<file path="config.mk">
export PLATFORM = sky130hd
export DESIGN_NAME = umem_arbiter_flat
export DESIGN_NICKNAME = d
export VERILOG_FILES = /design/src/rtl/umem_arb_pkg.sv /design/src/rtl/umem_arbiter_if.sv /design/src/rtl/umem_arbiter_rd_tag_pipe.sv /design/src/rtl/umem_arbiter.sv /design/src/flat_wrapper.sv
export SDC_FILE = /design/constraint.sdc
export NUM_CORES = 1
export LEC_CHECK = 0
export CORE_AREA = 2 2 141 143
export CTS_BUF_LIST = sky130_fd_sc_hd__clkbuf_4 sky130_fd_sc_hd__clkbuf_8 sky130_fd_sc_hd__clkbuf_16
export DETAILED_ROUTE_END_ITERATION = 12
export DIE_AREA = 0 0 143 145
export GPL_TIMING_DRIVEN = 1
export HOLD_SLACK_MARGIN = 0.05
export PLACE_DENSITY = 0.56
export SLEW_MARGIN = 0
export SYNTH_ARGS = -nofsm -noshare
export SYNTH_HDL_FRONTEND = slang
export SYNTH_SLANG_ARGS = --single-unit
</file>
<file path="constraint.sdc">
create_clock -name clock -period 1.7 [get_ports clock]
set_input_delay 0.34 -clock clock [delete_from_list [all_inputs] [get_ports clock]]
set_output_delay 0.34 -clock clock [all_outputs]
set_load 0.005 [all_outputs]
</file>
<file path="src/rtl/umem_arb_pkg.sv">
// rtl/umem_arb_pkg.sv - shared requester ids, read tag type and counter helper for umem_arbiter
package umem_arb_pkg;

    localparam logic [1:0] ID_I = 2'd0;
    localparam logic [1:0] ID_D = 2'd1;
    localparam logic [1:0] ID_X = 2'd2;

    localparam int RD_LAT_MAX = 4;

    typedef struct packed {
        logic       valid;
        logic [1:0] id;
    } tag_t;

    function automatic logic [31:0] sat_inc(input logic [31:0] v, input logic en);
        return (en && (v != 32'hFFFF_FFFF)) ? v + 32'd1 : v;
    endfunction

endpackage

</file>
<file path="src/rtl/umem_arbiter_if.sv">
// rtl/umem_arbiter_if.sv - requester and memory-side signal bundle of umem_arbiter
// slave: arbiter view; master: requesters plus memory macro view.
interface umem_arbiter_if #(
    parameter int AW = 32,
    parameter int DW = 32
);
    logic          i_req;
    logic [AW-1:0] i_addr;
    logic          i_gnt;
    logic          i_rvalid;
    logic [DW-1:0] i_rdata;

    logic          d_req;
    logic          d_we;
    logic [AW-1:0] d_addr;
    logic [DW-1:0] d_wdata;
    logic          d_gnt;
    logic          d_rvalid;
    logic [DW-1:0] d_rdata;

    logic          x_req;
    logic          x_we;
    logic [AW-1:0] x_addr;
    logic [DW-1:0] x_wdata;
    logic          x_gnt;
    logic          x_rvalid;
    logic [DW-1:0] x_rdata;

    logic          mem_en;
    logic          mem_we;
    logic [AW-1:0] mem_addr;
    logic [DW-1:0] mem_wdata;
    logic [DW-1:0] mem_rdata;

    logic          cpu_stall;

    modport slave (
        input  i_req, i_addr,
        input  d_req, d_we, d_addr, d_wdata,
        input  x_req, x_we, x_addr, x_wdata,
        input  mem_rdata,
        output i_gnt, i_rvalid, i_rdata,
        output d_gnt, d_rvalid, d_rdata,
        output x_gnt, x_rvalid, x_rdata,
        output mem_en, mem_we, mem_addr, mem_wdata,
        output cpu_stall
    );

    modport master (
        output i_req, i_addr,
        output d_req, d_we, d_addr, d_wdata,
        output x_req, x_we, x_addr, x_wdata,
        output mem_rdata,
        input  i_gnt, i_rvalid, i_rdata,
        input  d_gnt, d_rvalid, d_rdata,
        input  x_gnt, x_rvalid, x_rdata,
        input  mem_en, mem_we, mem_addr, mem_wdata,
        input  cpu_stall
    );

endinterface

</file>
<file path="src/rtl/umem_arbiter_rd_tag_pipe.sv">
// rtl/umem_arbiter_rd_tag_pipe.sv - RD_LAT-deep shift register of read tags
// The last stage lines up with mem_rdata; cpu_pending flags any CPU read still in flight.
module rd_tag_pipe
    import umem_arb_pkg::*;
#(
    parameter int RD_LAT = 1
) (
    input  logic clock,
    input  logic reset,
    input  tag_t tag_in,
    output tag_t tag_out,
    output logic cpu_pending
);

    tag_t [RD_LAT-1:0] stage_q;
    tag_t [RD_LAT-1:0] stage_d;

    always_comb begin
        stage_d    = stage_q;
        stage_d[0] = tag_in;
        for (int k = 1; k < RD_LAT; k++) begin
            stage_d[k] = stage_q[k-1];
        end
    end

    always_ff @(posedge clock or posedge reset) begin
        if (reset) begin
            stage_q <= '0;
        end else begin
            stage_q <= stage_d;
        end
    end

    assign tag_out = stage_q[RD_LAT-1];

    always_comb begin
        cpu_pending = 1'b0;
        for (int k = 0; k < RD_LAT; k++) begin
            if (stage_q[k].valid && (stage_q[k].id != ID_X)) begin
                cpu_pending = 1'b1;
            end
        end
    end

endmodule

</file>
<file path="src/rtl/umem_arbiter.sv">
// rtl/umem_arbiter.sv - one-access-per-cycle arbiter for I/D/X onto a single-port memory
// Define UMEM_ARB_PERF_EN to add saturating grant/conflict counters.
module umem_arbiter
    import umem_arb_pkg::*;
#(
    parameter int AW     = 32,
    parameter int DW     = 32,
    parameter int RD_LAT = 1
) (
    input  logic          clock,
    input  logic          reset,
    umem_arbiter_if.slave bus
`ifdef UMEM_ARB_PERF_EN
    ,
    output logic [31:0]   perf_i_gnt,
    output logic [31:0]   perf_d_gnt,
    output logic [31:0]   perf_x_gnt,
    output logic [31:0]   perf_conflict
`endif
);

    logic [1:0]    rr_ptr_q, rr_ptr_d;
    logic [AW-1:0] mem_addr_q, mem_addr_d;
    logic          gnt_i, gnt_d, gnt_x;
    logic          we_c;
    logic [DW-1:0] wdata_c;
    tag_t          tag_in, tag_out;
    logic          cpu_pending;

    // Grants are masked while reset is high so every output drops at once.
    always_comb begin
        gnt_i    = 1'b0;
        gnt_d    = 1'b0;
        gnt_x    = 1'b0;
        rr_ptr_d = rr_ptr_q;
        if (!reset) begin
            if (bus.x_req) begin
                gnt_x = 1'b1;
            end else if (bus.i_req && (!bus.d_req || (rr_ptr_q == ID_I))) begin
                gnt_i    = 1'b1;
                rr_ptr_d = ID_D;
            end else if (bus.d_req) begin
                gnt_d    = 1'b1;
                rr_ptr_d = ID_I;
            end
        end
    end

    always_comb begin
        mem_addr_d   = mem_addr_q;
        we_c         = 1'b0;
        wdata_c      = '0;
        tag_in       = '0;
        if (gnt_x) begin
            mem_addr_d   = bus.x_addr;
            we_c         = bus.x_we;
            wdata_c      = bus.x_wdata;
            tag_in.valid = ~bus.x_we;
            tag_in.id    = ID_X;
        end else if (gnt_i) begin
            mem_addr_d   = bus.i_addr;
            tag_in.valid = 1'b1;
            tag_in.id    = ID_I;
        end else if (gnt_d) begin
            mem_addr_d   = bus.d_addr;
            we_c         = bus.d_we;
            wdata_c      = bus.d_wdata;
            tag_in.valid = ~bus.d_we;
            tag_in.id    = ID_D;
        end
    end

    always_ff @(posedge clock or posedge reset) begin
        if (reset) begin
            rr_ptr_q   <= ID_I;
            mem_addr_q <= '0;
        end else begin
            rr_ptr_q   <= rr_ptr_d;
            mem_addr_q <= mem_addr_d;
        end
    end

    rd_tag_pipe #(
        .RD_LAT (RD_LAT)
    ) u_rd_tag_pipe (
        .clock       (clock),
        .reset       (reset),
        .tag_in      (tag_in),
        .tag_out     (tag_out),
        .cpu_pending (cpu_pending)
    );

    assign bus.i_gnt     = gnt_i;
    assign bus.d_gnt     = gnt_d;
    assign bus.x_gnt     = gnt_x;
    assign bus.mem_en    = gnt_i | gnt_d | gnt_x;
    assign bus.mem_we    = we_c;
    assign bus.mem_addr  = mem_addr_d;
    assign bus.mem_wdata = wdata_c;

    assign bus.i_rvalid  = tag_out.valid && (tag_out.id == ID_I);
    assign bus.d_rvalid  = tag_out.valid && (tag_out.id == ID_D);
    assign bus.x_rvalid  = tag_out.valid && (tag_out.id == ID_X);
    assign bus.i_rdata   = bus.mem_rdata;
    assign bus.d_rdata   = bus.mem_rdata;
    assign bus.x_rdata   = bus.mem_rdata;

    assign bus.cpu_stall = ~reset & ((bus.i_req & ~gnt_i) | (bus.d_req & ~gnt_d) | cpu_pending);

`ifdef UMEM_ARB_PERF_EN
    logic [31:0] perf_i_q, perf_i_d;
    logic [31:0] perf_d_q, perf_d_d;
    logic [31:0] perf_x_q, perf_x_d;
    logic [31:0] perf_c_q, perf_c_d;
    logic        conflict;

    assign conflict = (bus.i_req & bus.d_req) | (bus.i_req & bus.x_req) | (bus.d_req & bus.x_req);

    always_comb begin
        perf_i_d = sat_inc(perf_i_q, gnt_i);
        perf_d_d = sat_inc(perf_d_q, gnt_d);
        perf_x_d = sat_inc(perf_x_q, gnt_x);
        perf_c_d = sat_inc(perf_c_q, conflict);
    end

    always_ff @(posedge clock or posedge reset) begin
        if (reset) begin
            perf_i_q <= '0;
            perf_d_q <= '0;
            perf_x_q <= '0;
            perf_c_q <= '0;
        end else begin
            perf_i_q <= perf_i_d;
            perf_d_q <= perf_d_d;
            perf_x_q <= perf_x_d;
            perf_c_q <= perf_c_d;
        end
    end

    assign perf_i_gnt    = perf_i_q;
    assign perf_d_gnt    = perf_d_q;
    assign perf_x_gnt    = perf_x_q;
    assign perf_conflict = perf_c_q;
`endif

endmodule

</file>
<file path="src/flat_wrapper.sv">
// flat-port wrapper written by rule: the top's interface ports become plain ports
module umem_arbiter_flat import umem_arb_pkg::*;
#(
    parameter int AW     = 32,
    parameter int DW     = 32,
    parameter int RD_LAT = 1
)
  (clock, reset, bus_i_req, bus_i_addr, bus_d_req, bus_d_we, bus_d_addr, bus_d_wdata, bus_x_req, bus_x_we, bus_x_addr, bus_x_wdata, bus_mem_rdata, bus_i_gnt, bus_i_rvalid, bus_i_rdata, bus_d_gnt, bus_d_rvalid, bus_d_rdata, bus_x_gnt, bus_x_rvalid, bus_x_rdata, bus_mem_en, bus_mem_we, bus_mem_addr, bus_mem_wdata, bus_cpu_stall);
  umem_arbiter_if #(.AW(AW), .DW(DW)) bus_i ();
  input  logic clock;
  input  logic reset;
  input wire logic [$bits(bus_i.i_req)-1:0] bus_i_req;
  input wire logic [$bits(bus_i.i_addr)-1:0] bus_i_addr;
  input wire logic [$bits(bus_i.d_req)-1:0] bus_d_req;
  input wire logic [$bits(bus_i.d_we)-1:0] bus_d_we;
  input wire logic [$bits(bus_i.d_addr)-1:0] bus_d_addr;
  input wire logic [$bits(bus_i.d_wdata)-1:0] bus_d_wdata;
  input wire logic [$bits(bus_i.x_req)-1:0] bus_x_req;
  input wire logic [$bits(bus_i.x_we)-1:0] bus_x_we;
  input wire logic [$bits(bus_i.x_addr)-1:0] bus_x_addr;
  input wire logic [$bits(bus_i.x_wdata)-1:0] bus_x_wdata;
  input wire logic [$bits(bus_i.mem_rdata)-1:0] bus_mem_rdata;
  output wire logic [$bits(bus_i.i_gnt)-1:0] bus_i_gnt;
  output wire logic [$bits(bus_i.i_rvalid)-1:0] bus_i_rvalid;
  output wire logic [$bits(bus_i.i_rdata)-1:0] bus_i_rdata;
  output wire logic [$bits(bus_i.d_gnt)-1:0] bus_d_gnt;
  output wire logic [$bits(bus_i.d_rvalid)-1:0] bus_d_rvalid;
  output wire logic [$bits(bus_i.d_rdata)-1:0] bus_d_rdata;
  output wire logic [$bits(bus_i.x_gnt)-1:0] bus_x_gnt;
  output wire logic [$bits(bus_i.x_rvalid)-1:0] bus_x_rvalid;
  output wire logic [$bits(bus_i.x_rdata)-1:0] bus_x_rdata;
  output wire logic [$bits(bus_i.mem_en)-1:0] bus_mem_en;
  output wire logic [$bits(bus_i.mem_we)-1:0] bus_mem_we;
  output wire logic [$bits(bus_i.mem_addr)-1:0] bus_mem_addr;
  output wire logic [$bits(bus_i.mem_wdata)-1:0] bus_mem_wdata;
  output wire logic [$bits(bus_i.cpu_stall)-1:0] bus_cpu_stall;
  assign bus_i.i_req = bus_i_req;
  assign bus_i.i_addr = bus_i_addr;
  assign bus_i.d_req = bus_d_req;
  assign bus_i.d_we = bus_d_we;
  assign bus_i.d_addr = bus_d_addr;
  assign bus_i.d_wdata = bus_d_wdata;
  assign bus_i.x_req = bus_x_req;
  assign bus_i.x_we = bus_x_we;
  assign bus_i.x_addr = bus_x_addr;
  assign bus_i.x_wdata = bus_x_wdata;
  assign bus_i.mem_rdata = bus_mem_rdata;
  assign bus_i_gnt = bus_i.i_gnt;
  assign bus_i_rvalid = bus_i.i_rvalid;
  assign bus_i_rdata = bus_i.i_rdata;
  assign bus_d_gnt = bus_i.d_gnt;
  assign bus_d_rvalid = bus_i.d_rvalid;
  assign bus_d_rdata = bus_i.d_rdata;
  assign bus_x_gnt = bus_i.x_gnt;
  assign bus_x_rvalid = bus_i.x_rvalid;
  assign bus_x_rdata = bus_i.x_rdata;
  assign bus_mem_en = bus_i.mem_en;
  assign bus_mem_we = bus_i.mem_we;
  assign bus_mem_addr = bus_i.mem_addr;
  assign bus_mem_wdata = bus_i.mem_wdata;
  assign bus_cpu_stall = bus_i.cpu_stall;
  umem_arbiter #(.AW(AW), .DW(DW), .RD_LAT(RD_LAT)) u_core (.clock(clock), .reset(reset), .bus(bus_i));
endmodule
</file>
==> out/qor.csv, run 1 <==
stage,metric,value,unit
finish,register_area,901,sq um
finish,fin_cells,855,
power_and_ir_drop,power.static_leakage,2.91,nW
route,route.detailed.wl_per_inst,20.2,um
power_and_ir_drop,power.density,581,nW/um^2
sta,final.setup.worst_slack,-403,ps
power_and_ir_drop,sw_frac_of_total,0.288,
sta,finalSetupViolations,70,
setup_path,timing.setup.critical_path_class,flip-flop to output pin,
cts,clock_tree.buffer_depth,2,
route,routedLengthMet1,6.28,mm
sta,layout_worst_path_cycle_share,1.24,
route,drt_drc_violations_left,0,
sta,worst_case_headroom_to_the_max_slew_limit,0.804,
finish,multi_input_combinational_cell_area,1330,sq um
cts,clock_tree.htree_level_count,2,
finish,flow.area_growth_from_synthesis,115,%
route,vias,3627,
die,die_outline_area,20700,sq um
grt,globalRouteOverflowTotal,0,
place,placed_cells,752,
route,first_iter_violations,87,
sta,tightestPinTransition,295,ps
sta,timing.final.max_slew_violations,0,
sta,report.final.hold_viol_count,0,
run_status,outcome,"finished, violations left",
cts,cts_sinks,36,
synthesis,syn-cell-area,3000,sq um
run,cap_viol_max_count,0,
setup_path,critical_path_arrival,1760,ps
setup_path,critical_path.cell_chain,nand2b_4 > nand3_4 > buf_12 > inv_8 > buf_6 > buf_16 > buf_8 > a22o_1 > buf_2,
finish,layout.filler_cells,1984,
synthesis,synth_enable_flop_cells,0,
grt,first_global_vias,3958,
cts,clockRootBuffer,sky130_fd_sc_hd__clkbuf_16,
die,fp-row-count,51,
synthesis,synth_async_sr_flop_share,1.00,
setup_path,crit_fanout,5,
synthesis,avgSynthCellArea,8.73,sq um
synthesis,syn_nets,543,
die,die_y,145,um
cts,clk-insertion-delay-late,290,ps
route,routed_wire_length,17.3,mm
synthesis,yosysUniqueCellTypes,28,
die,floorplan_core_area,19200,sq um
power_and_ir_drop,share_clk_of_total_power,0.262,
cts,clkTransAtPathRegs,60,ps
place,place.gp.congestion,0.727,
grt,grt_start_max_net_pins,37,
place,hpwl,10.0,mm
route,ant_nets,0,
finish,finalNetCount,788,
setup_path,cpMaxStageDelayCell,sky130_fd_sc_hd__dfrtp_1,
power_and_ir_drop,ir_drop,297,uV
synthesis,synth_top_flop_cell,sky130_fd_sc_hd__dfrtp_1,
setup_path,crit_path_end_kind,output pin,
finish,antennaDiodeCount,0,
finish,layout_common_cells,"sky130_fd_sc_hd__clkdlybuf4s50_1 (162), sky130_fd_sc_hd__buf_2 (67), sky130_fd_sc_hd__buf_4 (59), sky130_fd_sc_hd__dfrtp_1 (36), sky130_fd_sc_hd__buf_6 (35)",
cts,numCtsBuffers,5,
power_and_ir_drop,seqPwrFrac,0.268,
sta,finalClockSkew,7.48,ps
finish,most_common_library_cell_in_the_layout_ignoring_fill_and_taps,sky130_fd_sc_hd__clkdlybuf4s50_1,
finish,final_layout_size_suffix_gt1_frac,0.403,
setup_path,worstPathRequired,1360,ps
grt,grt_first_pass_wirelength,24.0,mm
sta,grt_setup_unrepaired,yes,
run_status,failed_checks,negative setup slack,
power_and_ir_drop,comb_power_share,0.470,
route,route.detailed.vias_per_inst,4.24,
synthesis,synth_sequential_area_ratio,0.300,
synthesis,syn_inst,344,
synthesis,synthesis_stage_register_bit_count,36,
die,start_util,0.156,
die,floorplan.die.width,143,um
setup_path,start_kind,flip-flop,
route,highest_metal_layer_with_signal_wires,met4,
setup_path,delay_of_the_slowest_cell_on_the_worst_path,390,ps
grt,total_routing_usage_reported_by_global_routing,0.158,
power_and_ir_drop,internal_power,0.00266,W
route,routed-wl-met3,1.35,mm
cts,cts_tree,yes,
sta,maximum_clock_frequency,476,MHz
synthesis,synth-warning-count,0,
die,pin_count,368,
place,place.port_buffers,239,
place,pre_cts_ws,-906,ps
grt,antenna_found_initial,0,
worst_hold_path,hold_path.class,primary input to asynchronous set/reset pin,
route,drt_pre_antenna_iters,4,
power_and_ir_drop,power_switching,0.00108,W
route,routed-wl-met2,9.06,mm
sta,period_needed,2100,ps
-- Yosys cell counts (3+ instances only) --
library cell,instances,share of area
sky130_fd_sc_hd__a32oi_1,32,0.093
sky130_fd_sc_hd__dfrtp_1,36,0.30
sky130_fd_sc_hd__o21ai_1,3,0.0050
sky130_fd_sc_hd__inv_1,34,0.043
sky130_fd_sc_hd__o21ai_0,29,0.048
sky130_fd_sc_hd__o211ai_1,32,0.080
sky130_fd_sc_hd__a22o_1,33,0.096
sky130_fd_sc_hd__buf_4,102,0.26
sky130_fd_sc_hd__nor2_1,3,0.0038
sky130_fd_sc_hd__buf_2,9,0.015
sky130_fd_sc_hd__clkbuf_1,10,0.013
-- layout make-up --
| class | instances | share of cell area |
|---|---|---|
| repair buffers | 361 | 0.557 |
| inverters | 35 | 0.0216 |
| multi-input cells | 150 | 0.207 |
| clock buffers | 7 | 0.0218 |
| flip-flops and latches | 36 | 0.140 |
| well taps | 265 | 0.0515 |
| clock inverters | 1 | 0.00136 |
-- final timing paths --
kind | from | endpoint | slack [ps] | cells after the start
setup reg to reg | u_core.rr_ptr_q[0] | u_core.mem_addr_q[19] | -230 | 12
setup / recovery | u_core.rr_ptr_q[0] | bus_mem_wdata[6] | -400 | 9
hold / removal | reset | u_core.mem_addr_q[14] | 430 | 5
hold reg to reg | u_core.mem_addr_q[9] | u_core.mem_addr_q[9] | 530 | 2
min in group clock | bus_i_req | u_core.rr_ptr_q[0] | 450 | 3
max in group asynchronous | reset | u_core.rr_ptr_q[0] | 1000 | 5
-- flip-flops by register name (all words and copies together), names as in the netlist --
| signal | count |
|---|---|
| u_core.mem_addr_q | 32 |
| u_core.rr_ptr_q | 1 |
| u_core.u_rd_tag_pipe.tag_out | 3 |
-- layer usage --
metal / up-vias / track usage
met5: - / 0
met4: 0 / 0.0673
met3: 58 / 0.0389
met2: 199 / 0.291
met1: 1718 / 0.168
li1: 1652 / -
-- power by group through the flow --
stage               Clock (W)  Sequential, W  Combinational [W]
finish               0.000981        0.00100            0.00176
CTS                   0.00103        0.00100            0.00158
global route          0.00106        0.00101            0.00188
global placement            0        0.00102            0.00128
detailed placement          0        0.00102            0.00129
floorplan                   0        0.00101           0.000556
-- critical path: cells and delay by family, from the launching register on --
family | cells | cell delay [ps]
compound gates | 1 | 200
simple gates | 2 | 240
flops | 1 | 390
buf+inv | 6 | 650
-- stage by stage --
stage	hold slack [ps]	utilization	setup TNS, ps	power [W]	area, sq um
floorplan	434	-	0	0.00156	3000
global placement	519	0.270	-57520	0.00230	5190
global route	447	0.335	-23820	0.00395	6440
detailed placement	526	0.270	-60320	0.00231	5190
finish	429	0.335	-19190	0.00374	6440
CTS	393	0.318	-18690	0.00361	6110
-- cells by family after synthesis --
logic type	Yosys count	synth area share
buf+inv	158	0.329
compound gates	134	0.335
simple gates	15	0.0329
flops	36	0.300
fa+ha+maj	1	0.00333
-- timing repair --
item	in CTS	in global routing
gates cloned	14	2
pin swaps	35	63
hold buffers	0	0
setup endpoints to repair	73	75
buffers inserted	62	31
gates resized for setup	337	60
Power figures use the tool's default switching activity.
==> run 2: changes to the inputs <==
- RECOVER_POWER: not set -> 100
- clock period: 1.7 -> 2.2 ns (I/O delays scaled with it)
==> run 2 against run 1 <==
  * Sequential power down 23%
  * Sequential share of layout area up 1.4 points
  * Highest routed layer unchanged
  * Via count down 6.5%
  * Clock-buffer cell count down 1
  * Combinational power down 37%
  * Global-route usage down 2.5 points
  * Core utilization down 3.0 points
  * Power down 31%
  * Clock power down 28%
  * The flow still finishes with violations (negative setup slack)
  * Critical path type is now primary input to output pin
==> out/qor.csv, run 2 (synthesis results as in run 1) <==
stage,metric,value,unit
finish,most_common_library_cell_in_the_layout_ignoring_fill_and_taps,sky130_fd_sc_hd__clkdlybuf4s50_1,
run,cap_viol_max_count,0,
finish,max_flop_register,u_core.mem_addr_q,
run_status,outcome,"finished, violations left",
finish,layout_common_cells,"sky130_fd_sc_hd__clkdlybuf4s50_1 (166), sky130_fd_sc_hd__dfrtp_1 (36), sky130_fd_sc_hd__inv_1 (34), sky130_fd_sc_hd__a22o_1 (33), sky130_fd_sc_hd__o211ai_1 (32)",
cts,clock_tree.buffer_depth,2,
grt,groute.layer.met2.usage,0.229,
route,drt_drc_violations_left,0,
cts,cts_sinks,36,
route,first_iter_violations,124,
sta,setup_total_negative_slack,-12.5,ps
die,die_outline_area,20700,sq um
sta,finalSetupViolations,2,
cts,clk-insertion-delay-late,290,ps
sta,final.setup.worst_slack,-6.55,ps
power_and_ir_drop,power.static_leakage,2.85,nW
cts,cts_tree,yes,
cts,clkTransAtPathRegs,60,ps
grt,gr-usage-met3,0.0383,
finish,core_util_final,0.305,
route,vias,3391,
power_and_ir_drop,ir_drop,290,uV
run_status,failed_checks,negative setup slack,
place,placed_cells,749,
grt,total_routing_usage_reported_by_global_routing,0.133,
finish,flow.area_growth_from_synthesis,95.2,%
finish,finalNetCount,732,
cts,cts-hold-fix-buffers,0,
setup_path,critical_path_arrival,1770,ps
sta,timing.final.max_slew_violations,0,
grt,global_route.usage.met1,0.149,
route,ant_nets,0,
power_and_ir_drop,power.density,442,nW/um^2
die,floorplan.die.width,143,um
cts,clockRootBuffer,sky130_fd_sc_hd__clkbuf_16,
route,routed_wire_length,15.6,mm
route,route.detailed.vias_per_inst,4.25,
die,fp-row-count,51,
finish,largest_register_ffs,32,
sta,report.final.hold_viol_count,0,
cts,clock_tree.htree_level_count,2,
setup_path,crit_path_end_kind,output pin,
power_and_ir_drop,finalPower,0.00259,W
place,place.port_buffers,239,
grt,grt_start_max_net_pins,38,
finish,final_layout_size_suffix_gt1_frac,0.225,
finish,fin_cells,798,
place,hpwl,10.0,mm
sta,finalHoldWorstSlack,527,ps
die,pin_count,368,
sta,maximum_clock_frequency,453,MHz
grt,grt_first_pass_wirelength,20.5,mm
die,floorplan_core_area,19200,sq um
finish,antennaDiodeCount,0,
setup_path,timing.setup.critical_path_class,primary input to output pin,
setup_path,start_kind,primary input,
die,start_util,0.156,
sta,worst_case_headroom_to_the_max_slew_limit,0.194,
place,place.gp.congestion,0.729,
grt,first_global_vias,3505,
grt,globalRouteOverflowTotal,0,
die,die_y,145,um
sta,layout_worst_path_cycle_share,1.00,
worst_hold_path,hold_path.class,flip-flop to flip-flop,
route,drt_pre_antenna_iters,5,
sta,tightestPinTransition,1210,ps
sta,finalClockSkew,1.97,ps
setup_path,crit_fanout,8,
sta,grt_setup_unrepaired,yes,
grt,grt_busiest_layer,met2,
sta,period_needed,2210,ps
route,route.detailed.wl_per_inst,19.5,um
cts,numCtsBuffers,5,
setup_path,worstPathRequired,1760,ps
grt,antenna_found_initial,0,
## run 2: cell types whose count changed in the layout (fill, tap and decap cells not counted), sizes merged
cell           change
dlymetal6s2s      +26
clkdlybuf4s15      +2
clkbuf             +8
bufbuf             -1
buf              -103
dlygate4sd2        +7
clkdlybuf4s50      +4
## run 2: repair_timing
| action | CTS | global route |
|---|---|---|
| gates resized for setup | 132 | 73 |
| setup endpoints to repair | 70 | 54 |
| hold endpoints to repair | 0 | 0 |
| pin swaps | 7 | 13 |
| cloned | 6 | 6 |
| buffers inserted | 12 | 18 |
## run 2: layout make-up
cell class,count,area [sq um]
inverter,35,134
sequential,36,901
clock inverter,1,5.00
timing repair buffer,305,3160
multi-input combinational,150,1200
clock buffer,6,133
tap,265,332
fill,2002,13300
## run 2: report_power, final
group	switching (W)	total (W)	internal, W	leakage [nW]
registers	0.0000236	0.000774	0.000751	0.442
clock network	0.000284	0.000708	0.000424	0.0701
logic	0.000423	0.00111	0.000684	2.34
total	0.000731	0.00259	0.00186	2.85
## run 2: layer usage
| metal | vias up | wire length, um |
|---|---|---|
| li1 | 1538 | - |
| met1 | 1595 | 5850 |
| met2 | 199 | 7830 |
| met3 | 59 | 1280 |
| met4 | 0 | 620 |
| met5 | - | 0 |
## run 2: path summary, 6_finish.rpt
kind	startpoint	endpoint	slack, ps	depth (start not counted)
max	reset	bus_mem_addr[24]	-7	9
min reg2reg	u_core.mem_addr_q[9]	u_core.mem_addr_q[9]	530	2
max in group asynchronous	reset	u_core.u_rd_tag_pipe.tag_out[2]	550	5
min in group asynchronous	reset	u_core.mem_addr_q[12]	790	5
max reg2reg	u_core.rr_ptr_q[0]	u_core.mem_addr_q[10]	640	8
min	u_core.mem_addr_q[9]	u_core.mem_addr_q[9]	530	2
## run 2: worst max-delay path, stage by stage
cell and delay [ps]:
sky130_fd_sc_hd__clkbuf_1 160, sky130_fd_sc_hd__buf_6 150, sky130_fd_sc_hd__nor2b_4 50, sky130_fd_sc_hd__buf_6 130, sky130_fd_sc_hd__buf_16 130, sky130_fd_sc_hd__buf_12 140
sky130_fd_sc_hd__a32oi_1 180, sky130_fd_sc_hd__o211ai_1 140, sky130_fd_sc_hd__clkdlybuf4s15_2 230
## run 2: metrics by stage
step                      cell area [sq um]  worst slack [ps]
after floorplan                        3000               485
after detailed placement               5170              -615
after global placement                 5170              -595
after CTS                              5570              -112
final                                  5860             -6.55
after global routing                   5860             -59.0
